`src/rtl/vga_timing_pkg.sv`:
```
// Shared constants and types for the VGA raster timing generator.
// Holds 640x480@60 defaults, coordinate width and the axis state enum.
package vga_timing_pkg;

  localparam int COORD_W = 10;

  localparam int DIV_DEF      = 4;
  localparam int H_ACTIVE_DEF = 640;
  localparam int H_FP_DEF     = 16;
  localparam int H_SYNC_DEF   = 96;
  localparam int H_BP_DEF     = 48;
  localparam int V_ACTIVE_DEF = 480;
  localparam int V_FP_DEF     = 10;
  localparam int V_SYNC_DEF   = 2;
  localparam int V_BP_DEF     = 33;

  typedef logic [COORD_W-1:0] coord_t;

  typedef enum logic [1:0] {
    ST_ACTIVE,
    ST_FRONT,
    ST_SYNC,
    ST_BACK
  } axis_st_e;

endpackage

```
`src/rtl/vga_axis_counter.sv`:
```
// One raster axis: wrapping count plus ACTIVE/FRONT/SYNC/BACK state.
// Ports: clk, rst_n, en_i (advance), count_o, state_o, state_nx_o, wrap_o.
module vga_axis_counter
  import vga_timing_pkg::*;
#(
  parameter int ACTIVE = 640,
  parameter int FP     = 16,
  parameter int SYNC   = 96,
  parameter int BP     = 48
) (
  input  logic     clk,
  input  logic     rst_n,
  input  logic     en_i,
  output coord_t   count_o,
  output axis_st_e state_o,
  output axis_st_e state_nx_o,
  output logic     wrap_o
);

  localparam int     TOTAL = ACTIVE + FP + SYNC + BP;
  localparam coord_t LAST  = coord_t'(TOTAL - 1);
  localparam coord_t C_FP  = coord_t'(ACTIVE);
  localparam coord_t C_SY  = coord_t'(ACTIVE + FP);
  localparam coord_t C_BP  = coord_t'(ACTIVE + FP + SYNC);

  coord_t   count_q, count_d;
  axis_st_e state_q, state_d;

  assign wrap_o = (count_q == LAST);

  // State follows the next count so it changes on the same edge.
  always_comb begin
    count_d = count_q;
    state_d = state_q;
    if (en_i) begin
      count_d = wrap_o ? '0 : count_q + coord_t'(1);
      unique case (1'b1)
        (count_d == '0):   state_d = ST_ACTIVE;
        (count_d == C_FP): state_d = ST_FRONT;
        (count_d == C_SY): state_d = ST_SYNC;
        (count_d == C_BP): state_d = ST_BACK;
        default:           state_d = state_q;
      endcase
    end
  end

  always_ff @(posedge clk or negedge rst_n) begin
    if (!rst_n) begin
      count_q <= LAST;
      state_q <= ST_BACK;
    end else begin
      count_q <= count_d;
      state_q <= state_d;
    end
  end

  assign count_o    = count_q;
  assign state_o    = state_q;
  assign state_nx_o = state_d;

endmodule

```
`src/rtl/vga_timing_gen.sv`:
```
// Raster timing source: pixel strobe, x/y walk, syncs, video_on, start flags.
// Ports: clk, reset (async low), p_tick, x, y, hsync, vsync, video_on,
// line_start, frame_start, frame_cnt (only with VGA_FRAME_CNT_EN).
module vga_timing_gen
  import vga_timing_pkg::*;
#(
  parameter int DIV      = DIV_DEF,
  parameter int H_ACTIVE = H_ACTIVE_DEF,
  parameter int H_FP     = H_FP_DEF,
  parameter int H_SYNC   = H_SYNC_DEF,
  parameter int H_BP     = H_BP_DEF,
  parameter int V_ACTIVE = V_ACTIVE_DEF,
  parameter int V_FP     = V_FP_DEF,
  parameter int V_SYNC   = V_SYNC_DEF,
  parameter int V_BP     = V_BP_DEF,
  parameter bit SYNC_POL = 1'b0
) (
  input  logic               clk,
  input  logic               reset,
  output logic               p_tick,
  output logic [COORD_W-1:0] x,
  output logic [COORD_W-1:0] y,
  output logic               hsync,
  output logic               vsync,
  output logic               video_on,
  output logic               line_start,
  output logic               frame_start
`ifdef VGA_FRAME_CNT_EN
  ,
  output logic [15:0]        frame_cnt
`endif
);

  localparam int DIV_W = $clog2(DIV);

  logic [DIV_W-1:0] div_q;
  logic             p_tick_q, hsync_q, vsync_q;
  logic             video_on_q, line_q, frame_q;
  logic             adv, div_last;
  logic             h_wrap, v_wrap;
  axis_st_e         h_st, h_nx, v_st, v_nx;
  coord_t           h_cnt, v_cnt;

  // Coordinates step on the edge that raises p_tick, so x/y and the
  // start flags are valid during the p_tick cycle itself.
  assign adv      = (div_q == DIV_W'(DIV - 2));
  assign div_last = (div_q == DIV_W'(DIV - 1));

  vga_axis_counter #(
    .ACTIVE (H_ACTIVE),
    .FP     (H_FP),
    .SYNC   (H_SYNC),
    .BP     (H_BP)
  ) u_h (
    .clk        (clk),
    .rst_n      (reset),
    .en_i       (adv),
    .count_o    (h_cnt),
    .state_o    (h_st),
    .state_nx_o (h_nx),
    .wrap_o     (h_wrap)
  );

  vga_axis_counter #(
    .ACTIVE (V_ACTIVE),
    .FP     (V_FP),
    .SYNC   (V_SYNC),
    .BP     (V_BP)
  ) u_v (
    .clk        (clk),
    .rst_n      (reset),
    .en_i       (adv & h_wrap),
    .count_o    (v_cnt),
    .state_o    (v_st),
    .state_nx_o (v_nx),
    .wrap_o     (v_wrap)
  );

  always_ff @(posedge clk or negedge reset) begin
    if (!reset) begin
      div_q      <= '0;
      p_tick_q   <= 1'b0;
      hsync_q    <= ~SYNC_POL;
      vsync_q    <= ~SYNC_POL;
      video_on_q <= 1'b0;
      line_q     <= 1'b0;
      frame_q    <= 1'b0;
    end else begin
      div_q      <= div_last ? '0 : div_q + DIV_W'(1);
      p_tick_q   <= adv;
      hsync_q    <= (h_nx == ST_SYNC) ? SYNC_POL : ~SYNC_POL;
      vsync_q    <= (v_nx == ST_SYNC) ? SYNC_POL : ~SYNC_POL;
      video_on_q <= (h_nx == ST_ACTIVE) && (v_nx == ST_ACTIVE);
      line_q     <= adv & h_wrap;
      frame_q    <= adv & h_wrap & v_wrap;
    end
  end

`ifdef VGA_FRAME_CNT_EN
  logic [15:0] fcnt_q;

  always_ff @(posedge clk or negedge reset) begin
    if (!reset) begin
      fcnt_q <= '0;
    end else if (adv & h_wrap & v_wrap) begin
      fcnt_q <= fcnt_q + 16'd1;
    end
  end

  assign frame_cnt = fcnt_q;
`endif

  assign p_tick      = p_tick_q;
  assign x           = h_cnt;
  assign y           = v_cnt;
  assign hsync       = hsync_q;
  assign vsync       = vsync_q;
  assign video_on    = video_on_q;
  assign line_start  = line_q;
  assign frame_start = frame_q;

endmodule
```
`config.mk`:
```
export PLATFORM = sky130hd
export DESIGN_NAME = vga_timing_gen
export DESIGN_NICKNAME = d
export VERILOG_FILES = /design/src/rtl/vga_timing_pkg.sv /design/src/rtl/vga_axis_counter.sv /design/src/rtl/vga_timing_gen.sv
export SDC_FILE = /design/constraint.sdc
export NUM_CORES = 1
export LEC_CHECK = 0
export BUFFER_PORTS_ARGS = -buffer_cell sky130_fd_sc_hd__clkbuf_2
export CORE_MARGIN = 1
export CORE_UTILIZATION = 45
export DETAILED_ROUTE_END_ITERATION = 6
export GPL_TIMING_DRIVEN = 0
export PLACE_DENSITY = 0.63
export REMOVE_ABC_BUFFERS = 1
export SYNTH_ARGS = -nofsm -noshare
export SYNTH_HDL_FRONTEND = slang
export SYNTH_HIERARCHICAL = 1
export SYNTH_SLANG_ARGS = --single-unit
```
`constraint.sdc`:
```
create_clock -name clk -period 3.9 [get_ports clk]
set_input_delay 0.39 -clock clk [delete_from_list [all_inputs] [get_ports clk]]
set_output_delay 0.39 -clock clk [all_outputs]
set_load 0.005 [all_outputs]
```
==> results of run 1 <==
## worst max-delay path, delay by kind of cell (launching register included)
kind	cells	cell delay (ns)
and+or+nand+nor	4	1.32
AOI/OAI and AO/OA	3	0.87
DFF	1	0.59
buffers and inverters	2	0.35
adders and majority gates	1	0.32
## worst max-delay path by stage
stage / from / to / slack, ns / depth (start not counted)
floorplan: u_h/count_o[0] / video_on / 0.90 / 10
global placement: u_h/count_o[0] / video_on / 0.17 / 10
detailed placement: u_h/count_o[0] / video_on / 0.20 / 10
CTS: u_h/count_o[0] / video_on / 0.14 / 10
global route: u_h/count_o[0] / video_on / 0.08 / 10
finish: u_h/count_o[0] / video_on / 0.36 / 10
## area by class of cell
type,instances,area (um^2)
timing repair buffer,27,135
clock inverter,3,18.8
sequential,32,821
tap,67,83.8
inverter,13,48.8
fill,456,2340
clock buffer,5,68.8
multi-input combinational,172,1240
## routing by layer
metal  vias to the layer above  wire (um)  track usage, %
li1                        894          -               -
met5                         -          0               0
met4                         0         23            5.01
met1                       844       2300            28.2
met3                         2        180            4.44
met2                        47       1970            25.1
## cells in the final DEF, fill, tap and decap left out, types with 2 or more instances in the layout
master,count
clkbuf_2,27
nand2_1,22
dfrtp_1,16
dfstp_2,16
xnor2_1,15
o21ai_0,14
inv_1,12
nand4_1,10
nor2_1,8
nand3_1,7
o31ai_1,7
ha_1,6
a31oi_1,6
nand2b_1,5
clkbuf_8,5
nor3_1,5
and3_1,4
mux2i_1,4
a21oi_1,4
o2111ai_1,3
a2bb2oi_1,3
o22ai_1,3
and2_1,3
nor4_2,2
and2_2,2
clkinv_2,2
and4_1,2
nor4b_4,2
nand3_2,2
nor4_1,2
o21ai_1,2
mux2_2,2
## power breakdown
group	switching, uW	internal [uW]	total (uW)	leakage (uW)
clock network	126	124	250	0.0000479
logic	6.10	0.335	6.43	0.000501
registers	0	333	333	0.000380
## metrics by stage
stage	instances	setup slack, ns	hold slack, ns
detailed placement	311	0.198	0.443
finish	319	0.359	0.181
global placement	311	0.171	0.436
CTS	319	0.138	0.202
floorplan	217	0.904	0.0944
global route	319	0.0820	0.246
## registers in the layout, summed over array words and instances, names as in the netlist
signal	flops
frame_start	1
u_v/count_o	10
p_tick	1
hsync	1
line_start	1
u_h/count_o	10
vsync	1
div_q	2
u_v/state_o	2
video_on	1
u_h/state_o	2
## what timing repair did
item / 4_1_cts / 5_1_grt
setup endpoints to repair: 0 / 1
resized for setup: 0 / 1
hold endpoints to repair: 0 / 0
## logic make-up after synthesis
family / Yosys count / synth area share [%]
simple gates: 88 / 25.0
compound gates: 57 / 18.4
flops: 32 / 36.7
buf+inv: 31 / 7.89
xor+xnor: 15 / 5.88
mux: 6 / 2.80
fa+ha+maj: 6 / 3.36
==> summary.md, run 1 <==
| Metric | Value |
|---|---|
| Status | finished, final reports clean |
| CTS clk-pin slew, worst paths | 0.07 ns |
| Post-synth EDFFs | 0 |
| H-tree levels | 2 |
| Data required time at the worst endpoint | 4.09 ns |
| Via count | roughly 1800 |
| Slew HR | 47.7% |
| Fmax | 282 MHz |
| Worst-margin pin slew | 0.785 ns |
| Hold Path Class | primary input to async pin |
| Drt total wl | about 4500 um |
| Syn_area_per_cell | 9.51 um^2 |
| Root Driver | clkbuf_8 |
| Row cnt | 25 |
| First-pass DRT Iterations | 4 |
| Initial core utilization | 47.0% |
| Period utilization | around 91% |
| Worst path slowest cell | dfstp_2 |
| P&R area growth vs syn | 8.06% |
| Gate Count Post-Synth | approximately 240 |
| GRT Total Usage | 18.3% |
| Number of CTS-inserted buffers | 5 |
| Total number of yosys warnings | 6 |
| First-pass GRT wire length | 7520 um |
| Longest Clk Path Bufs | 2 |
| Final net count | 259 |
| Cell area after synthesis | 2230 um^2 |
| Vias in the first global route | 1526 |
| Cell variety after synth | 62 |
| Fraction of registers with async set/reset | 100% |
| Ys flop type | dfstp_2 |
| Critical Path Max Stage Delay | around 0.59 ns |
| Min cycle time layout | 3.54 ns |
| Fin. Hold Viols | 0 |
| Seq/Total Area, Yosys | around 37% |
| Die H | roughly 72 um |
| Worst setup path class | register to register |
| Max Cap Viol | 0 |
| CP endpoint kind | register |
| Synth area leader | dfstp_2 |
| Layout cells sized above 1 | 27.8% |
| R2R setup slack | roughly 0.36 ns |
| Detailed Place HPWL | slightly above 3000 um |
| I/O pin count | 28 |
| Port Buf Inserts | 27 |
| CTS Sinks | 32 |
| R2R Path End | video_on |
| Worst VDD drop | 0.000122 V |
| End-of-flow core utilization | 50.8% |
| Ranking of synthesized cells by area | dfstp_2 (19%), dfrtp_1 (18%), xnor2_1 (5.9%), nand2_1 (3.7%), ha_1 (3.4%) |
| Antenna violations before repair | 0 |
| Drt drc | 0 |
| Yosys top cell area share | 18.8% |
| Count of final max-slew check failures | 0 |
| Die ar. | between 5000 and 6000 um^2 |
| CTS Hold Bufs | 0 |
| Post-CTS Setup Inserts | 0 |
| Pleak | 0.000929 uW |
| Crit path max fanout | 13 |
| Clock latency on the worst-skew pair | between 0.2 and 0.3 ns |
| Critical Path, Cell by Cell | ha_1 -> and4_1 -> nand3_1 -> inv_2 -> and2_2 -> inv_1 -> a2111oi_4 -> o311ai_1 -> a32o_1 -> nor4_2 |
| RD Place Congestion | 0.844 |
| Setup TNS | 0 ns |
| Ant. Diodes | 0 |
| Top-count cell post-synth | nand2_1 |
| R2R Path Start | u_h/count_o[0] |
| DR WL/cell | between 10 and 15 um |
| Die X | 72.5 um |
| Reg2Reg Depth | 10 |
| Via-per-instance ratio | 5.60 |
| Drt initial violations | between 200 and 300 |
| PD cells | 244 nW/um^2 |
| Critical Path AT | 3.73 ns |
| Largest net degree at the start of global routing | 33 |
| Post-synth top cells | nand2_1 (22), dfrtp_1 (16), dfstp_2 (16) |
| Power consumption | 589 uW |
| Final setup viols | 0 |
| Remaining global-route overflow | 0 |
| Final clock skew | roughly 0.011 ns |
| Core area | roughly 4800 um^2 |
| CTS tree | done |
| Routed Antenna Nets | 0 |
| Startpoint types | register |
| RSZ-0062 raised after global routing | no |
| Dpl cell area | 2330 um^2 |
| Design area | 2410 um^2 |
| FF+latch count, synth | 32 |
Note: power is estimated with default switching activity, not from simulation.
==> inputs of run 2 (changes only) <==
--- a/config.mk
+++ b/config.mk
@@ -6,11 +6,12 @@
 export NUM_CORES = 1
 export LEC_CHECK = 0
 export BUFFER_PORTS_ARGS = -buffer_cell sky130_fd_sc_hd__clkbuf_2
+export CORE_ASPECT_RATIO = 2
 export CORE_MARGIN = 1
-export CORE_UTILIZATION = 45
+export CORE_UTILIZATION = 40
 export DETAILED_ROUTE_END_ITERATION = 6
 export GPL_TIMING_DRIVEN = 0
-export PLACE_DENSITY = 0.63
+export PLACE_DENSITY = 0.6
 export REMOVE_ABC_BUFFERS = 1
 export SYNTH_ARGS = -nofsm -noshare
 export SYNTH_HDL_FRONTEND = slang
==> summary.md, run 2 (same netlist as run 1, synthesis figures left out) <==
| Metric | Value |
|---|---|
| Status | finished, final reports clean |
| First-pass GRT wire length | 8060 um |
| Min cycle time layout | roughly 3.5 ns |
| Via-per-instance ratio | between 5 and 6 |
| Fin. Hold Viols | 0 |
| R2R Path Start | u_h/count_o[0] |
| Die H | 108 um |
| Fmax | roughly 290 MHz |
| H-tree levels | 2 |
| GRT Total Usage | 19.0% |
| Port Buf Inserts | 27 |
| Root Driver | clkbuf_8 |
| Commonest non-fill, non-tap cell in the layout | clkbuf_2 |
| Ant. Diodes | 0 |
| Initial core utilization | 41.2% |
| Clock latency on the worst-skew pair | slightly below 0.3 ns |
| CTS tree | done |
| Pleak | roughly 0.00094 uW |
| Post-CTS Setup Inserts | 0 |
| Critical Path AT | about 3.7 ns |
| Largest net degree at the start of global routing | 33 |
| Die ar. | 5910 um^2 |
| Drt total wl | between 5000 and 6000 um |
| I/O pin count | 28 |
| Period utilization | between 80% and 90% |
| P&R area growth vs syn | 8.57% |
| Routed Antenna Nets | 0 |
| Row cnt | 38 |
| Count of final max-slew check failures | 0 |
| Slew HR | 45.4% |
| Drt initial violations | 34 |
| Crit path max fanout | 13 |
| Power consumption | 657 uW |
| Antenna violations before repair | 0 |
| RD Place Congestion | 0.841 |
| Final clock skew | 0.00556 ns |
| Worst-margin pin slew | 0.819 ns |
| Die X | 54.9 um |
| Worst VDD drop | 0.000241 V |
| Via count | 1847 |
| Layout cells sized above 1 | between 20% and 30% |
| CTS clk-pin slew, worst paths | 0.07 ns |
| Remaining global-route overflow | 0 |
| Number of CTS-inserted buffers | 5 |
| Worst setup path class | register to register |
| Detailed Place HPWL | 3730 um |
| CP endpoint kind | register |
| Vias in the first global route | 1721 |
| Final setup viols | 0 |
| Design area | 2430 um^2 |
| PD cells | about 270 nW/um^2 |
| CTS Sinks | 32 |
| Most frequent cells in the layout | clkbuf_2 (27), nand2_1 (22), dfrtp_1 (16), dfstp_2 (16), xnor2_1 (15) |
| Dpl cell area | 2320 um^2 |
| Setup TNS | 0 ns |
| Longest Clk Path Bufs | 2 |
| Hold Path Class | primary input to async pin |
| DR WL/cell | 16.3 um |
| Final net count | between 200 and 300 |
| Data required time at the worst endpoint | slightly above 4 ns |
| Startpoint types | register |
| CTS Hold Bufs | 0 |
| Drt drc | 0 |
| RSZ-0062 raised after global routing | no |
| Resize count post-CTS | 0 |
| Max Cap Viol | 0 |
| Core area | 5420 um^2 |
| First-pass DRT Iterations | 4 |
| Critical Path Source | u_h/count_o[0] |
## run 2: changes by cell type in the layout (fill, tap and decap cells not counted)
| cell | delta |
|---|---|
| clkinv_4 | -1 |
| clkbuf_1 | +1 |
| clkinv_2 | -1 |
| bufinv_16 | +1 |
## run 2: area by class of cell
type	instances	area, um^2
clock inverters	2	35.0
inverters	13	48.8
flip-flops and latches	32	821
clock buffers	6	72.6
multi-input cells	172	1240
repair buffers	27	135
fillers	567	2990
well taps	60	75.1
## run 2: metrics by stage
| step | worst slack (ns) | utilization [%] | std cells | hold WS (ns) |
|---|---|---|---|---|
| after floorplan | 0.904 | - | 217 | 0.0944 |
| after global routing | 0.174 | 44.8 | 312 | 0.254 |
| final | 0.403 | 44.8 | 312 | 0.187 |
| after CTS | 0.206 | 44.7 | 312 | 0.209 |
| after global placement | 0.191 | 42.8 | 304 | 0.437 |
| after detailed placement | 0.232 | 42.8 | 304 | 0.443 |
## run 2: critical path, stage by stage (launching register included)
cell and delay, ns:
dfstp_2 0.61, ha_1 0.33, and4_1 0.42, nand3_1 0.28, inv_2 0.20, and2_2 0.31, inv_1 0.15, a2111oi_4 0.29
o311ai_1 0.23, a32o_1 0.33, nor4_2 0.25
## run 2: final timing paths
check	slack, ns	depth (start not counted)	endpoint
setup / recovery	0.40	10	video_on
hold / removal	0.19	1	line_start
setup reg to reg	0.40	10	video_on
hold reg to reg	0.46	1	div_q[0]
max in group asynchronous	3.19	1	div_q[1]
min in group clk	0.46	1	div_q[0]
## run 2: layer usage
metal,part of all wire (%),routed length [um],vias up,global-route usage (%)
met5,0,0,-,0
met4,2.8,144,0,9.52
met3,2.2,114,11,3.11
met2,55,2800,36,34.3
met1,40,2020,908,19.4
li1,-,-,892,-
## run 2: report_power, final
part / switching, uW / total (uW) / internal [uW]
clock: 128 / 318 / 190
combinational: 6.39 / 6.72 / 0.334
sequential: 0 / 333 / 333
==> inputs of run 3 (changes only) <==
--- a/config.mk
+++ b/config.mk
@@ -5,13 +5,14 @@
 export SDC_FILE = /design/constraint.sdc
 export NUM_CORES = 1
 export LEC_CHECK = 0
+export ABC_AREA = 1
 export BUFFER_PORTS_ARGS = -buffer_cell sky130_fd_sc_hd__clkbuf_2
 export CORE_ASPECT_RATIO = 2
 export CORE_MARGIN = 1
 export CORE_UTILIZATION = 40
 export DETAILED_ROUTE_END_ITERATION = 6
 export GPL_TIMING_DRIVEN = 0
-export PLACE_DENSITY = 0.6
+export MAX_ROUTING_LAYER = met4
 export REMOVE_ABC_BUFFERS = 1
 export SYNTH_ARGS = -nofsm -noshare
 export SYNTH_HDL_FRONTEND = slang
==> summary.md, run 3 <==
| Metric | Value |
|---|---|
| Status | finished, final reports clean |
| Crit path max fanout | 17 |
| Worst path slowest cell | dfstp_2 |
| CTS Hold Bufs | 0 |
| Dpl cell area | around 2400 um^2 |
| CTS clk-pin slew, worst paths | 0.06 ns |
| Top-count cell post-synth | nand2_1 |
| First-pass GRT wire length | 8260 um |
| Count of final max-slew check failures | 0 |
| Ranking of synthesized cells by area | dfstp_2 (19%), dfrtp_1 (18%), nand2_1 (18%), inv_1 (8.4%), nand3_1 (6.1%) |
| Detailed Place HPWL | 4060 um |
| I/O pin count | 28 |
| Worst-margin pin slew | 0.783 ns |
| Vias in the first global route | about 1900 |
| Layout cells sized above 1 | 24.4% |
| DR WL/cell | 12.6 um |
| Antenna violations before repair | 0 |
| Ys flop type | dfstp_2 |
| First-pass DRT Iterations | 4 |
| Gate Count Post-Synth | 319 |
| Critical Path Max Stage Delay | roughly 0.6 ns |
| RSZ-0062 raised after global routing | no |
| Final clock skew | 0.0103 ns |
| Worst VDD drop | between 0.0003 and 0.0004 V |
| RD Place Congestion | 0.816 |
| Largest net degree at the start of global routing | 33 |
| Period utilization | 63.4% |
| Yosys top cell area share | 18.9% |
| PD cells | 242 nW/um^2 |
| H-tree levels | 2 |
| Final cell count without fillers | 409 |
| Data required time at the worst endpoint | 4.12 ns |
| CTS tree | done |
| Routed Antenna Nets | 0 |
| Via count | 2012 |
| Critical Path AT | 2.69 ns |
| Remaining global-route overflow | 0 |
| Die ar. | around 6000 um^2 |
| Placed insts | 401 |
| Port Buf Inserts | 27 |
| Drt initial violations | 51 |
| Drt drc | 0 |
| Fraction of registers with async set/reset | 100% |
| Final setup viols | 0 |
| Min Hold Slack | 0.177 ns |
| Root Driver | clkbuf_8 |
| Seq/Total Area, Yosys | 36.9% |
| Via-per-instance ratio | 4.92 |
| Initial core utilization | 41.4% |
| Most frequent cells in the layout | nand2_1 (106), inv_1 (50), nor2_1 (28) |
| Clock latency on the worst-skew pair | 0.29 ns |
| Syn_area_per_cell | 6.98 um^2 |
| Longest Clk Path Bufs | 2 |
| Fmax | 404 MHz |
| Core area | 5370 um^2 |
| GRT Total Usage | 20.6% |
| Post-synth EDFFs | 0 |
| Total number of yosys warnings | 6 |
| Design area | 2490 um^2 |
| Worst setup path class | register to register |
| CP endpoint kind | register |
| Startpoint types | register |
| P&R area growth vs syn | 12.0% |
| FF+latch count, synth | 32 |
| Die X | around 55 um |
| Critical Path, Cell by Cell | ha_1 -> nand2_2 -> nor2_4 -> nand2_4 -> inv_1 -> nand2_1 -> inv_1 -> inv_1 -> nor2_1 -> nand2_2 -> nand2_1 -> nand2_1 -> inv_1 -> nand2_1 -> nor2_1 |
| Row cnt | 38 |
| Max Cap Viol | 0 |
| Commonest non-fill, non-tap cell in the layout | nand2_1 |
| Power consumption | 603 uW |
| Reg2Reg Depth | 15 |
| Ant. Diodes | 0 |
| Synth area leader | dfstp_2 |
| Min cycle time layout | 2.47 ns |
| Final net count | approximately 360 |
| Post-synth top cells | nand2_1 (106), inv_1 (50), nor2_1 (28) |
| Number of CTS-inserted buffers | 5 |
| Cell variety after synth | 25 |
| Cell area after synthesis | 2230 um^2 |
| Post-CTS Setup Inserts | 0 |
| Resize count post-CTS | 0 |
| Die H | 107 um |
| Hold Path Class | primary input to async pin |
| Slew HR | between 40% and 50% |
| Setup TNS | 0 ns |
| Filler Cell Count | about 600 |
| CTS Sinks | 32 |
| Fin. Hold Viols | 0 |
| Drt total wl | between 5000 and 6000 um |
| Pleak | 0.00132 uW |
-- run 3: cell types whose count changed after synthesis, sizes merged, moves of 6 or more --
cell	before	now
nor3	7	0
nand2	22	115
o31ai	7	0
buf	13	2
a31oi	6	0
inv	13	51
nor2	8	41
xnor2	15	1
nand3	9	37
-- run 3: cells by family (layout without fill, tap and decap cells) --
kind of cell             count (synthesis)  after routing  share of synthesized area (%)
flip-flops                              32             32                           36.9
AO/OA/AOI/OAI                           25             25                           5.90
buffers and inverters                   56             86                           10.2
adder cells (fa/ha/maj)                  6              6                           3.37
AND/OR/NAND/NOR                        198            198                           42.8
XOR/XNOR                                 2              2                          0.787
-- run 3: final timing paths --
check | to | slack, ns | startpoint
min in group clk | div_q[0] | 0.46 | div_q[0]
min reg2reg | div_q[0] | 0.46 | div_q[0]
max reg2reg | video_on | 1.43 | u_h/count_o[0]
min | div_q[0] | 0.18 | reset
max | video_on | 1.43 | u_h/count_o[0]
max in group asynchronous | u_h/count_o[5] | 3.23 | reset
-- run 3: critical path: cells and delay by family (launching register included) --
family	cells	cell delay (ns)
buf+inv	4	0.61
fa+ha+maj	1	0.22
simple gates	10	0.98
flops	1	0.60
-- run 3: through the flow --
| step | util [%] | worst slack (ns) |
|---|---|---|
| finish | 46.4 | 1.43 |
| global route | 46.4 | 1.15 |
| CTS | 46.4 | 1.37 |
| detailed placement | 44.7 | 1.39 |
| global placement | 44.7 | 1.44 |
| floorplan | - | 1.76 |
-- run 3: area by class of cell --
cell class	instances	area (um^2)	share of cell area, %
clock buffers	6	82.6	3.31
clock inverters	2	10.0	0.402
repair buffers	27	135	5.42
well taps	60	75.1	3.01
multi-input cells	231	1180	47.2
flip-flops and latches	32	821	32.9
inverters	51	191	7.68
-- run 3: report_power, final --
part / switching (uW) / leakage [uW] / total, uW / internal (uW)
logic: 6.11 / 0.000884 / 6.44 / 0.335
clock network: 123 / 0.0000510 / 264 / 141
registers: 0 / 0.000380 / 333 / 333
total: 129 / 0.00132 / 603 / 474
-- run 3: per-layer routing --
layer  vias to the layer above  wire, um  GRT usage (%)
li1                       1042         -              -
met1                       916      1840           16.4
met5                         -         0              -
met2                        44      3040           39.3
met4                         0       116           10.6
met3                        10       146           4.10
